## config.mk

```make
export PLATFORM = sky130hd
export DESIGN_NAME = seq_divider
export DESIGN_NICKNAME = d
export VERILOG_FILES = /design/src/rtl/seq_divider_pkg.sv /design/src/rtl/seq_divider.sv
export SDC_FILE = /design/constraint.sdc
export NUM_CORES = 1
export LEC_CHECK = 0
export BUFFER_PORTS_ARGS = -buffer_cell sky130_fd_sc_hd__buf_2
export CAP_MARGIN = 40
export CORE_MARGIN = 4
export CORE_UTILIZATION = 60
export CTS_CLUSTER_DIAMETER = 30
export DETAILED_ROUTE_END_ITERATION = 8
export GPL_TIMING_DRIVEN = 0
export PLACE_DENSITY = 0.84
export SLEW_MARGIN = 20
export SYNTH_ARGS = -nofsm -noshare
export SYNTH_HDL_FRONTEND = slang
export SYNTH_SLANG_ARGS = --single-unit
```

## constraint.sdc

```tcl
create_clock -name clk -period 6.55 [get_ports clk]
set_clock_uncertainty 0.05 [all_clocks]
set_input_delay 0 -clock clk [delete_from_list [all_inputs] [get_ports clk]]
set_output_delay 0 -clock clk [all_outputs]
set_load 0.05 [all_outputs]
```

## src/rtl/seq_divider_pkg.sv

```systemverilog
// seq_divider_pkg: shared bike-computer definitions for the sequential divider
//   state_e       : divider FSM encoding (IDLE, CALC, DONE)
//   DEFAULT_WIDTH : default operand/result width
package seq_divider_pkg;
   typedef enum logic [1:0] {
      IDLE = 2'd0,
      CALC = 2'd1,
      DONE = 2'd2
   } state_e;
   localparam int DEFAULT_WIDTH = 16;
endpackage

```

## src/rtl/seq_divider.sv

```systemverilog
// seq_divider: radix-2 restoring unsigned divider, one quotient bit per cycle
//   clk       in  : clock, rising edge
//   rst       in  : asynchronous active-high reset
//   start     in  : request a division (honoured in IDLE or DONE only)
//   dividend  in  : numerator, captured on an accepted start
//   divisor   in  : denominator, captured on an accepted start
//   busy      out : high while calculating
//   ready     out : high while the result is valid
//   quotient  out : registered quotient (all ones on divide by zero)
//   remainder out : registered remainder (dividend on divide by zero)
//   div_zero  out : high in DONE when the captured divisor was zero
module seq_divider
   import seq_divider_pkg::*;
#(
   parameter int WIDTH = DEFAULT_WIDTH
) (
   input  logic             clk,
   input  logic             rst,
   input  logic             start,
   input  logic [WIDTH-1:0] dividend,
   input  logic [WIDTH-1:0] divisor,
   output logic             busy,
   output logic             ready,
   output logic [WIDTH-1:0] quotient,
   output logic [WIDTH-1:0] remainder,
   output logic             div_zero
);
   localparam int CW = $clog2(WIDTH + 1);
   state_e           state_q, state_d;
   logic [CW-1:0]    cnt_q, cnt_d;
   logic [WIDTH-1:0] rem_q, rem_d, quo_q, quo_d, dvs_q, dvs_d;
   logic [WIDTH-1:0] quotient_q, quotient_d, remainder_q, remainder_d;
   logic             div_zero_q, div_zero_d;
   logic [WIDTH:0]   shift_w, diff_w;
   logic             accept_w;
   // The shifted partial remainder needs one extra bit; the trial
   // subtraction is done at that width so its MSB is the borrow.
   always_comb begin
      shift_w     = {rem_q, quo_q[WIDTH-1]};
      diff_w      = shift_w - {1'b0, dvs_q};
      accept_w    = start && state_q != CALC;
      state_d     = state_q;
      cnt_d       = cnt_q;
      rem_d       = rem_q;
      quo_d       = quo_q;
      dvs_d       = dvs_q;
      quotient_d  = quotient_q;
      remainder_d = remainder_q;
      div_zero_d  = div_zero_q;
      if (accept_w) begin
         state_d = CALC;
         cnt_d   = '0;
         rem_d   = '0;
         quo_d   = dividend;
         dvs_d   = divisor;
      end else if (state_q == CALC) begin
         rem_d = diff_w[WIDTH] ? shift_w[WIDTH-1:0] : diff_w[WIDTH-1:0];
         quo_d = {quo_q[WIDTH-2:0], ~diff_w[WIDTH]};
         cnt_d = cnt_q + CW'(1);
         if (cnt_q == CW'(WIDTH - 1)) begin
            state_d     = DONE;
            quotient_d  = quo_d;
            remainder_d = rem_d;
            div_zero_d  = dvs_q == '0;
         end
      end
   end
   always_ff @(posedge clk or posedge rst) begin
      if (rst) begin
         state_q     <= IDLE;
         cnt_q       <= '0;
         rem_q       <= '0;
         quo_q       <= '0;
         dvs_q       <= '0;
         quotient_q  <= '0;
         remainder_q <= '0;
         div_zero_q  <= 1'b0;
      end else begin
         state_q     <= state_d;
         cnt_q       <= cnt_d;
         rem_q       <= rem_d;
         quo_q       <= quo_d;
         dvs_q       <= dvs_d;
         quotient_q  <= quotient_d;
         remainder_q <= remainder_d;
         div_zero_q  <= div_zero_d;
      end
   end
   assign busy      = state_q == CALC;
   assign ready     = state_q == DONE;
   assign quotient  = quotient_q;
   assign remainder = remainder_q;
   assign div_zero  = div_zero_q && state_q == DONE;
endmodule

```

==> flow_summary.ini <==
[synthesis]
ys_seq_area_frac = 0.491
yosysUniqueCellTypes = 41
syn_area_um2 = 4490
synthCells = 428
avgSynthCellArea_um2 = 10.5
synth_fp_nets = 482
synthArstFlopShare = 1.00
yosys_register_bits = 88
synthFlopType = dfrtp_1
yosysWarningCount = 0
synth-edff-count = 0

[routing]
vias = 3675
finalWirelength_mm = 11.1
dr.first_iter.drc_count = 216
drtAntennaViolNets = 0
wire_per_inst_um = 17.2
via_per_inst = 5.69
firstDrtPassIters = 5
drc = 0

[clock_network]
cts_sinks = 88
ctsHoldBuffers = 33
clk_path_buf_depth = 2
cts_tree = yes
numCtsBuffers = 9
insertion_delay_ps = 360
cts_setup_buffers = 0
root_buffer = clkbuf_8
clk_pin_slew_ps = 90
cts_resized = 0
cts_max_level = 3

[setup_path]
startpoint = quo_q[15]
max_stage_delay_ps = 610
cp.buffers_inverters = 3
reg2reg_from = quo_q[15]
cpLargestDelayFamily = compound AO/OA/AOI/OAI gates
cp_common_cell = inv_1
cpMaxStageDelayCell = a221oi_4
critPathMaxFanout = 10
critPathLaunchType = flip-flop
cp.required_ps = 6720
ff2ff_path_depth = 12
path_cells = inv_1 > ha_1 > inv_1 > fa_1 > a21oi_1 > nand4b_1 > a21o_1 > nand3_1 > a221oi_4 > buf_6 > mux2i_1 > o21ai_1
end_kind = flip-flop
crit_cells = 12
arrival_ps = 3530
crit_type = flip-flop to flip-flop

[timing]
slew_violations = 0
setup_viol = 0
max-slew-margin-rel = 0.468
tightest_slew_ps = 798
finalHoldViolations = 0
rsz0062_at_grt = false
layout_min_cycle_time_ps = 3370
worst_hold_slack_ps = 147
tns_ps = 0
fmax_ghz = 0.297
period_share = 0.514

[floorplan]
coreArea_um2 = 7250
ioPinCount = 70
die_width_um = 94.5
start_util = 0.618
fp-row-count = 31
dieArea_um2 = 8920
die_h_um = 94.5

[global_route]
antenna_found_initial = 0
grt_overflow = 0
grtUsageTotal = 0.267
grt_max_degree = 58
grt_pass1_vias = 3829
grt_pass1_wl_mm = 18.3

[final_layout]
final_nets = 596
syn_to_final_growth_pct = 23.5
finish.utilization = 0.763
drive_above_1_share = 0.223
fillers = 485
multi_input_area_um2 = 2110
diodes = 0
seqCellArea_um2 = 2200

[worst_hold_path]
hp-class = input pin to asynchronous set/reset pin

[place]
port_buffers = 69
gp_congestion = 0.872
dp_hpwl_mm = 7.27

[outcome]
outcome = complete, no violations

[job]
maxCapViolations = 0
-- cell families (layout without fill, tap and decap cells) --
kind of cell / after synthesis / in the layout / synth area share
AOI/OAI and AO/OA: 95 / 95 / 0.126
xor gates and xnor gates: 12 / 12 / 0.0234
adders and majority gates: 19 / 19 / 0.0547
buffers and inverters: 43 / 162 / 0.0377
DFF: 88 / 88 / 0.491
muxes: 60 / 60 / 0.143
and+or+nand+nor: 111 / 111 / 0.125
-- sequential cells by signal, summed over array words and instances, names as in the netlist --
name	cells
div_zero_q	1
quo_q	16
remainder	16
dvs_q	16
state_q	2
cnt_q	5
quotient	16
rem_q	16
-- metrics by stage --
| step | worst slack (ps) | cells | area (um2) |
|---|---|---|---|
| floorplan | 3820 | 428 | 4490 |
| global placement | 3270 | 596 | 4950 |
| detailed placement | 3320 | 597 | 4980 |
| CTS | 3250 | 646 | 5540 |
| global route | 3050 | 646 | 5540 |
| finish | 3180 | 646 | 5540 |
-- synthesized netlist by cell type, types with 2 or more instances --
library cell | n | area, um2
o21a_1 | 5 | 37.5
o31ai_1 | 6 | 45.0
clkbuf_1 | 15 | 56.3
buf_1 | 2 | 7.51
xor2_1 | 3 | 26.3
a21o_1 | 3 | 22.5
o21ai_0 | 40 | 200
or3_1 | 2 | 12.5
dfrtp_1 | 88 | 2200
o21ai_1 | 16 | 80.1
nor2b_1 | 6 | 37.5
mux2i_1 | 28 | 280
a211oi_1 | 4 | 30.0
nand3_1 | 4 | 20.0
and2_1 | 2 | 12.5
a31oi_1 | 4 | 25.0
nor4_1 | 5 | 31.3
nand4_1 | 2 | 12.5
nor3_1 | 5 | 25.0
nand2_1 | 45 | 169
mux2_2 | 32 | 360
and3_1 | 2 | 12.5
nand3b_1 | 15 | 113
nor3b_1 | 2 | 15.0
nor2_1 | 16 | 60.1
ha_1 | 18 | 225
xnor2_1 | 9 | 78.8
nand2b_1 | 2 | 12.5
inv_1 | 25 | 93.8
a21oi_1 | 11 | 55.1
-- layout by cell type (no fill, tap or decap), types with 9 or more instances in the layout --
cell type | synthesis | routed
dfrtp_1 | 88 | 88
buf_2 | 0 | 69
nand2_1 | 45 | 45
o21ai_0 | 40 | 40
dlygate4sd3_1 | 0 | 33
mux2_2 | 32 | 32
mux2i_1 | 28 | 28
inv_1 | 25 | 24
ha_1 | 18 | 18
clkbuf_1 | 15 | 17
nor2_1 | 16 | 16
o21ai_1 | 16 | 16
nand3b_1 | 15 | 15
a21oi_1 | 11 | 11
clkbuf_8 | 0 | 10
xnor2_1 | 9 | 9
-- worst reg2reg max path: stages (launching register included) --
cell      delay, ps
dfrtp_1         430
inv_1           110
ha_1            170
inv_1            50
fa_1            410
a21oi_1         180
nand4b_1        170
a21o_1          210
nand3_1         140
a221oi_4        610
buf_6           270
mux2i_1         310
o21ai_1         110
-- routing by layer --
layer  global-route usage  part of all wire
met5                    0                 0
met4                0.130             0.033
met3               0.0382             0.044
met2                0.457              0.50
met1                0.333              0.42
-- worst paths after layout --
| path | slack (ps) | end |
|---|---|---|
| max | 3180 | rem_q[5] |
| min | 150 | remainder[2] |
| max reg2reg | 3180 | rem_q[5] |
| min reg2reg | 430 | remainder[14] |
| max in group asynchronous | 5690 | rem_q[6] |
| min in group clk | 190 | dvs_q[12] |
-- layout make-up --
class                   count  share of cell area
plain buffers              18              0.0136
multi-input cells         297               0.382
flip-flops and latches     88               0.398
repair buffers            103               0.127
inverters                  25              0.0174
well taps                  99              0.0224
clock buffers              12              0.0262
clock inverters             4              0.0140
Power is left out: the tool's default activity adds up to more than one toggle a clock period on the data nets, which glitch-free logic cannot reach.
